[config.mk]
export PLATFORM = sky130hd
export DESIGN_NAME = imm_gen_pipe
export DESIGN_NICKNAME = d
export VERILOG_FILES = /design/src/rtl/imm_pkg.sv /design/src/rtl/imm_gen_pipe_decode.sv /design/src/rtl/imm_gen_pipe.sv
export SDC_FILE = /design/constraint.sdc
export NUM_CORES = 1
export LEC_CHECK = 0
export BUFFER_PORTS_ARGS = -buffer_cell sky130_fd_sc_hd__buf_2
export CORE_AREA = 2 2 102 129
export DETAILED_ROUTE_END_ITERATION = 7
export DIE_AREA = 0 0 104 131
export GPL_TIMING_DRIVEN = 0
export REMOVE_ABC_BUFFERS = 1
export SKIP_LAST_GASP = 1
export SYNTH_ARGS = -nofsm -noshare
export SYNTH_HDL_FRONTEND = slang
export SYNTH_HIERARCHICAL = 1
export SYNTH_SLANG_ARGS = --single-unit
[constraint.sdc]
create_clock -name clk -period 5.5 [get_ports clk]
set_input_delay 0.275 -clock clk [delete_from_list [all_inputs] [get_ports clk]]
set_output_delay 0.275 -clock clk [all_outputs]
set_load 0.005 [all_outputs]
[src/rtl/imm_pkg.sv]
// Shared types and constants for the immediate generator.
//   imm_fmt_e   : 3-bit immediate format code
//   OP_*        : RV major opcodes recognised by the auto decoder
//   imm_entry_t : decoded result {imm, fmt, illegal} carried through the pipe
package imm_pkg;

    typedef enum logic [2:0] {
        FMT_I    = 3'b000,
        FMT_S    = 3'b001,
        FMT_B    = 3'b010,
        FMT_J    = 3'b011,
        FMT_U    = 3'b100,
        FMT_Z    = 3'b101,
        FMT_SH   = 3'b110,
        FMT_NONE = 3'b111
    } imm_fmt_e;

    localparam logic [6:0] OP_LOAD   = 7'b0000011;
    localparam logic [6:0] OP_STORE  = 7'b0100011;
    localparam logic [6:0] OP_BRANCH = 7'b1100011;
    localparam logic [6:0] OP_JAL    = 7'b1101111;
    localparam logic [6:0] OP_JALR   = 7'b1100111;
    localparam logic [6:0] OP_LUI    = 7'b0110111;
    localparam logic [6:0] OP_AUIPC  = 7'b0010111;
    localparam logic [6:0] OP_OPIMM  = 7'b0010011;
    localparam logic [6:0] OP_OP     = 7'b0110011;
    localparam logic [6:0] OP_SYSTEM = 7'b1110011;

    // Entries always carry the widest immediate; narrower instances use the low bits.
    localparam int IMM_W = 64;

    typedef struct packed {
        logic [IMM_W-1:0] imm;
        imm_fmt_e         fmt;
        logic             illegal;
    } imm_entry_t;

    localparam imm_entry_t ENTRY_RESET = '{imm: '0, fmt: FMT_NONE, illegal: 1'b0};

    // Sign-extend a 32-bit signed value to the entry width.
    function automatic logic signed [IMM_W-1:0] sext_imm(input logic signed [31:0] v);
        return {{(IMM_W-32){v[31]}}, v};
    endfunction

endpackage

[src/rtl/imm_gen_pipe_decode.sv]
// imm_decode_comb: purely combinational instruction -> immediate entry.
//   instr   in  32  raw instruction word
//   imm_src in  3   external format select (only used when AUTO_DECODE=0)
//   entry   out     {imm (sign/zero extended), fmt applied, illegal}
module imm_decode_comb
    import imm_pkg::*;
#(
    parameter int XLEN        = 32,
    parameter int AUTO_DECODE = 1
) (
    input  logic [31:0] instr,
    input  logic [2:0]  imm_src,
    output imm_entry_t  entry
);

    logic [6:0]              opcode;
    logic [2:0]              funct3;
    imm_fmt_e                fmt;
    logic                    illegal;
    logic signed [IMM_W-1:0] ext;
    logic                    unused_src;

    assign opcode     = instr[6:0];
    assign funct3     = instr[14:12];
    assign unused_src = ^imm_src;

    always_comb begin
        fmt     = FMT_NONE;
        illegal = 1'b0;
        if (AUTO_DECODE != 0) begin
            case (opcode)
                OP_LOAD, OP_JALR:  fmt = FMT_I;
                OP_STORE:          fmt = FMT_S;
                OP_BRANCH:         fmt = FMT_B;
                OP_JAL:            fmt = FMT_J;
                OP_LUI, OP_AUIPC:  fmt = FMT_U;
                OP_OP:             fmt = FMT_NONE;
                // Shift-immediates carry shamt, not a 12-bit immediate.
                OP_OPIMM:          fmt = (funct3 == 3'b001 || funct3 == 3'b101) ? FMT_SH : FMT_I;
                // CSR*I forms (funct3[2]=1) use the rs1 field as a zero-extended uimm.
                OP_SYSTEM:         fmt = funct3[2] ? FMT_Z : FMT_I;
                default: begin
                    fmt     = FMT_NONE;
                    illegal = 1'b1;
                end
            endcase
        end else begin
            fmt = imm_fmt_e'(imm_src);
        end
    end

    always_comb begin
        ext = '0;
        case (fmt)
            FMT_I:  ext = sext_imm({{20{instr[31]}}, instr[31:20]});
            FMT_S:  ext = sext_imm({{20{instr[31]}}, instr[31:25], instr[11:7]});
            FMT_B:  ext = sext_imm({{19{instr[31]}}, instr[31], instr[7], instr[30:25], instr[11:8], 1'b0});
            FMT_J:  ext = sext_imm({{11{instr[31]}}, instr[31], instr[19:12], instr[20], instr[30:21], 1'b0});
            // U extends from bit 31 so RV64 LUI/AUIPC produce the architected value.
            FMT_U:  ext = sext_imm({instr[31:12], 12'b0});
            FMT_Z:  ext = {{(IMM_W-5){1'b0}}, instr[19:15]};
            FMT_SH: ext = (XLEN == 64) ? {{(IMM_W-6){1'b0}}, instr[25:20]}
                                       : {{(IMM_W-5){1'b0}}, instr[24:20]};
            default: ext = '0;
        endcase
    end

    always_comb begin
        entry         = ENTRY_RESET;
        entry.imm     = ext;
        entry.fmt     = fmt;
        entry.illegal = illegal;
    end

endmodule

[src/rtl/imm_gen_pipe.sv]
// imm_gen_pipe: registered immediate generator with valid/ready handshake and
// a one-entry skid buffer behind the output register.
//   clk, reset               rising-edge clock, synchronous active-high reset
//   in_valid/in_ready        input handshake (in_ready is a pure register output)
//   in_instr, in_imm_src     instruction word and external format select
//   out_valid/out_ready      output handshake; out_* held while stalled
//   out_imm, out_fmt         extended immediate and the format applied
//   out_illegal              opcode missing from the decode table
module imm_gen_pipe
    import imm_pkg::*;
#(
    parameter int XLEN        = 32,
    parameter int AUTO_DECODE = 1
) (
    input  logic            clk,
    input  logic            reset,
    input  logic            in_valid,
    output logic            in_ready,
    input  logic [31:0]     in_instr,
    input  logic [2:0]      in_imm_src,
    output logic            out_valid,
    input  logic            out_ready,
    output logic [XLEN-1:0] out_imm,
    output logic [2:0]      out_fmt,
    output logic            out_illegal
);

    imm_entry_t dec;
    imm_entry_t main_d, main_q;
    imm_entry_t skid_d, skid_q;
    logic       main_vld_d, main_vld_q;
    logic       skid_vld_d, skid_vld_q;
    logic       accept;
    logic       drain;

    imm_decode_comb #(
        .XLEN        (XLEN),
        .AUTO_DECODE (AUTO_DECODE)
    ) u_decode (
        .instr   (in_instr),
        .imm_src (in_imm_src),
        .entry   (dec)
    );

    assign in_ready    = !skid_vld_q;
    assign accept      = in_valid && in_ready;
    assign drain       = main_vld_q && out_ready;

    assign out_valid   = main_vld_q;
    assign out_imm     = main_q.imm[XLEN-1:0];
    assign out_fmt     = main_q.fmt;
    assign out_illegal = main_q.illegal;

    if (XLEN < IMM_W) begin : g_unused_hi
        logic unused_hi;
        assign unused_hi = ^main_q.imm[IMM_W-1:XLEN];
    end

    // Skid only fills when main is occupied and stalled, and in_ready is low
    // whenever skid is full, so accept and skid-refill never coincide.
    always_comb begin
        main_d     = main_q;
        main_vld_d = main_vld_q;
        skid_d     = skid_q;
        skid_vld_d = skid_vld_q;
        if (drain) begin
            if (skid_vld_q) begin
                main_d     = skid_q;
                skid_vld_d = 1'b0;
            end else if (accept) begin
                main_d     = dec;
            end else begin
                main_vld_d = 1'b0;
            end
        end else if (accept) begin
            if (!main_vld_q) begin
                main_d     = dec;
                main_vld_d = 1'b1;
            end else begin
                skid_d     = dec;
                skid_vld_d = 1'b1;
            end
        end
    end

    // Stage boundary: main (presented) register and skid valid
    always_ff @(posedge clk) begin
        if (reset) begin
            main_q     <= ENTRY_RESET;
            main_vld_q <= 1'b0;
            skid_vld_q <= 1'b0;
        end else begin
            main_q     <= main_d;
            main_vld_q <= main_vld_d;
            skid_vld_q <= skid_vld_d;
        end
    end

    // Skid payload is qualified by skid_vld_q, so it needs no reset.
    always_ff @(posedge clk) begin
        skid_q <= skid_d;
    end

endmodule

* Word level (Yosys, flattened, before mapping)
Index checks and enable logic that the tools add are counted.
Operators by class: equal/unequal tests 21, multiplexer cells 14, bitwise logic cells 1, reductions and logical operators 15
Operator list (count):
- $pmux 32 s7 | 1
- $mux 36 | 5
- $eq 7x7->1 const B | 4
- $eq 7x6->1 const B | 3
- $pmux 3 s7 | 1
- $eq 7x5->1 const B | 2
- $eq 3x3->1 const B | 4
- $reduce_or 10->1 | 1
- $reduce_and 3->1 | 3
- $eq 7x2->1 const B | 1
- $eq 3x1->1 const B | 2
- $eq 3x2->1 const B | 2
- $mux 3 | 2
- $reduce_or 2->1 | 3
- $mux 1 | 5
- $ne 2x2->1 const B | 2
- $reduce_bool 2->1 | 2
- $logic_not 3->1 | 1
- $logic_and 1x1->1 | 2
- $ne 2x1->1 const B | 1
- $reduce_and 2->1 | 1
- $logic_not 1->1 | 1
- $logic_or 1x1->1 | 1
- $not 1->1 | 1
Storage, ports and cells: bits in registers 74, input bits 39, output and inout bits 38, word-level logic and storage cells 59

* Logic depth before layout (Yosys ltp)
depth in word-level cells 9, depth in mapped cells 8, mapped depth without buffers 6

* Hierarchy
Netlist, hierarchy kept.
Modules (own cells, without submodules):
- imm_gen_pipe | instances 1, cells each 216, area an instance 2763.9 um^2, sequential area each 1841.8 um^2
- imm_decode_comb | instances 1, cells each 138, area an instance 869.6 um^2, sequential area each 0.0 um^2

* Least setup slack after synthesis
No wires, ideal clock.
kind input to register, start input in_instr[2], end register skid_q[35] in the netlist's numbering, data pin, setup time 0.676 ns, arrival 3.391 ns, data required time 4.824 ns, path slack 1.433 ns, stages 5, path buffers 1, path through clkbuf_1 mux2i_1 a32oi_1 nor2_1 nor4bb_1
RTL lines:
- start: declaration | RTL line imm_gen_pipe.sv:19 | input logic [31:0] in_instr,
- end signal: assignment | RTL line imm_gen_pipe.sv:101 | skid_q <= skid_d;
- end: declaration | RTL line imm_gen_pipe.sv:30 | imm_entry_t skid_d, skid_q;

==> reports/qor.csv <==
stage,metric,value,unit
status,status,finished clean,
sta,Max Freq,0.4298,GHz
global_route,global route overflow,0,
cts,CTS tree,yes,
routing,DRT iter0 DRCs,97,
global_route,largest net degree at the start of global routing,41,
power,Peak supply drop,0.1404,mV
setup_path,Setup CP Type,in2reg,
routing,Post-route DRC,0,
hold_path,hold depth,2,
power,Pleak,0.001961,uW
setup_path,endpoint class of the critical path,flop,
sta,skew final,6.753,ps
setup_path,Worst R2R End,out_illegal$_SDFFE_PP0P_,
setup_path,r2r setup slk,3540,ps
setup_path,crit path DAT,2550,ps
die,DIE HEIGHT,131,um
power,sequential power share,43.4,%
setup_path,Crit path required time,5720,ps
placement,RePlAce Congestion,0.7707,
placement,placed wire-length estimate,6.297,mm
logic_synthesis,Yosys warnings,6,
setup_path,crit-path cells,buf_2 > or3b_1 > a2111oi_0 > nor4_2 > a41oi_2 > nand2_1 > o221a_1,
routing,WL per Instance,16.87,um
sta,period utilisation layout,42.30,%
die,area of the core,12430,sq um
logic_synthesis,Syn Std Cell Area,3393,sq um
setup_path,Worst Setup Start Kind,input pin,
sta,Setup-failing EPs final,0,
cts,Clock Tree Buf Depth,2,
setup_path,WP buf/inv,1,
logic_synthesis,cells after synthesis,322,
power,Psw,322.2,uW
setup_path,Critical-path top delay cell,a2111oi_0,
sta,setup TNS,0,ps
global_route,vias in the first global route,2715,
setup_path,worst flop-to-flop path startpoint,out_valid$_SDFFE_PP0P_,
layout,Final nets,425,
power,switching share of power,22.53,%
cts,Setup Buffers After CTS,0,
routing,routed vias/inst,4.864,
setup_path,reg2reg path depth,3,
die,I/O pin cnt,77,
hold_path,Hold Path Sink,skid_vld_q$_SDFFE_PP0P_,
layout,share of layout cells above drive strength 1,26.09,%
sta,RSZ-0062 raised after global routing,no,
die,die area,13620,sq um
hold_path,worst hold path class,in2reg,
placement,placed insts,543,
cts,Max H-tree Level,3,
setup_path,Worst Path Max Fanout,8,
power,Pwr Total,1430,uW
layout,Layout Area Growth over Synthesis,24.82,%
die,die width,104,um
cts,cts bufs inserted,9,
logic_synthesis,syn_area_per_cell,10.54,sq um
die,Initial Utilization,27.29,%
cts,clock latency on the worst-skew pair,330,ps
placement,Port Buf Inserts,73,
layout,Layout Cells excl Fill,559,
sta,Max Slew Vio Count,0,
cts,CTS Sinks,74,
sta,hold slack,192.5,ps
global_route,first-pass GRT wire length,14.63,mm
power,internal power,1108,uW
run,maxcap violations,0,
setup_path,crit path from,in_instr[5],
sta,final hold violation count,0,
power,share of total power in the clock network,47.0,%
sta,Final Critical Period,2327,ps
layout,Inserted Diodes,0,
layout,fill count,1322,
cts,CTS root buf,clkbuf_16,
cts,post_cts resized,0,
routing,final wirelength,9.433,mm
die,row cnt,46,
cts,"Reg clk slew, reported paths",60,ps
cts,CTS Hold Buffers Added,0,
sta,Slew @ Worst Pin,861.8,ps
setup_path,crit-path max cell delay,620,ps
sta,Slew HR,42.48,%
routing,DRT Pass-1 Iters,4,
global_route,initial antenna violation count,0,
routing,total vias in the final route,2719,
global_route,gr usage total,14.12,%
power,PD cells,337.7,nW/um^2
hold_path,hold_sp,out_ready,
power,Logic pwr share,9.6,%
setup_path,family with the most delay on the worst path,compound AO/OA/AOI/OAI gates,
routing,Routed Antenna Nets,0,
layout by cell type, fill, tap and decap left out, types with 4 or more instances in the layout:
cell type,count
nor2_1,6
nor2b_1,7
edfxtp_1,36
a21oi_1,40
o221a_1,30
nand3_1,5
and2_1,8
inv_1,43
dfxtp_1,38
o2bb2ai_1,4
a21o_1,11
nand2_1,24
nand2b_1,4
clkbuf_16,9
nor3_1,4
buf_2,73
metal layers:
layer / up-vias / global-route usage, % / part of all wire (%)
met4: 0 / 5.087 / 1.6
met3: 11 / 4.663 / 5.7
met2: 78 / 24.19 / 50
met5: - / 0 / 0
li1: 1319 / - / -
met1: 1311 / 16.69 / 43
sequential cells by signal (all words and copies together), names as in the netlist:
register	flops
out_fmt	3
out_illegal	1
out_imm	32
out_valid	1
skid_q	36
skid_vld_q	1
through the flow:
step	utilization (%)	setup slack, ps	instance area [sq um]
final	34.07	3174	4235
after detailed placement	31.30	2843	3891
after global routing	34.07	2882	4235
after global placement	30.87	1703	3837
after CTS	34.06	3188	4234
after floorplan	-	2983	3262
final cells by class:
type / count / area [sq um] / area share (%)
clock buffers: 9 / 225.2 / 5.318
clock inverters: 7 / 117.6 / 2.777
multi-input cells: 183 / 1279 / 30.19
flip-flops and latches: 74 / 1842 / 43.49
well taps: 168 / 210.2 / 4.963
inverters: 43 / 161.4 / 3.811
repair buffers: 75 / 400.4 / 9.453
worst max-delay path by stage:
stage,cells past startpoint,end
after global placement,7,out_imm[19]$_SDFFE_PP0P_
after CTS,7,out_imm[19]$_SDFFE_PP0P_
after floorplan,2,skid_q[0]$_DFFE_PP_
after detailed placement,7,out_imm[19]$_SDFFE_PP0P_
after global routing,7,out_imm[19]$_SDFFE_PP0P_
final,7,out_imm[19]$_SDFFE_PP0P_
power by group through the flow:
stage	registers [uW]	logic (uW)	clock network (uW)
2_1_floorplan	633	64.0	0
3_3_place_gp	632	133	0
3_5_place_dp	633	138	0
4_1_cts	621	138	689
5_1_grt	624	153	711
6_report	621	137	673
Note: power is estimated with default switching activity, not from simulation.
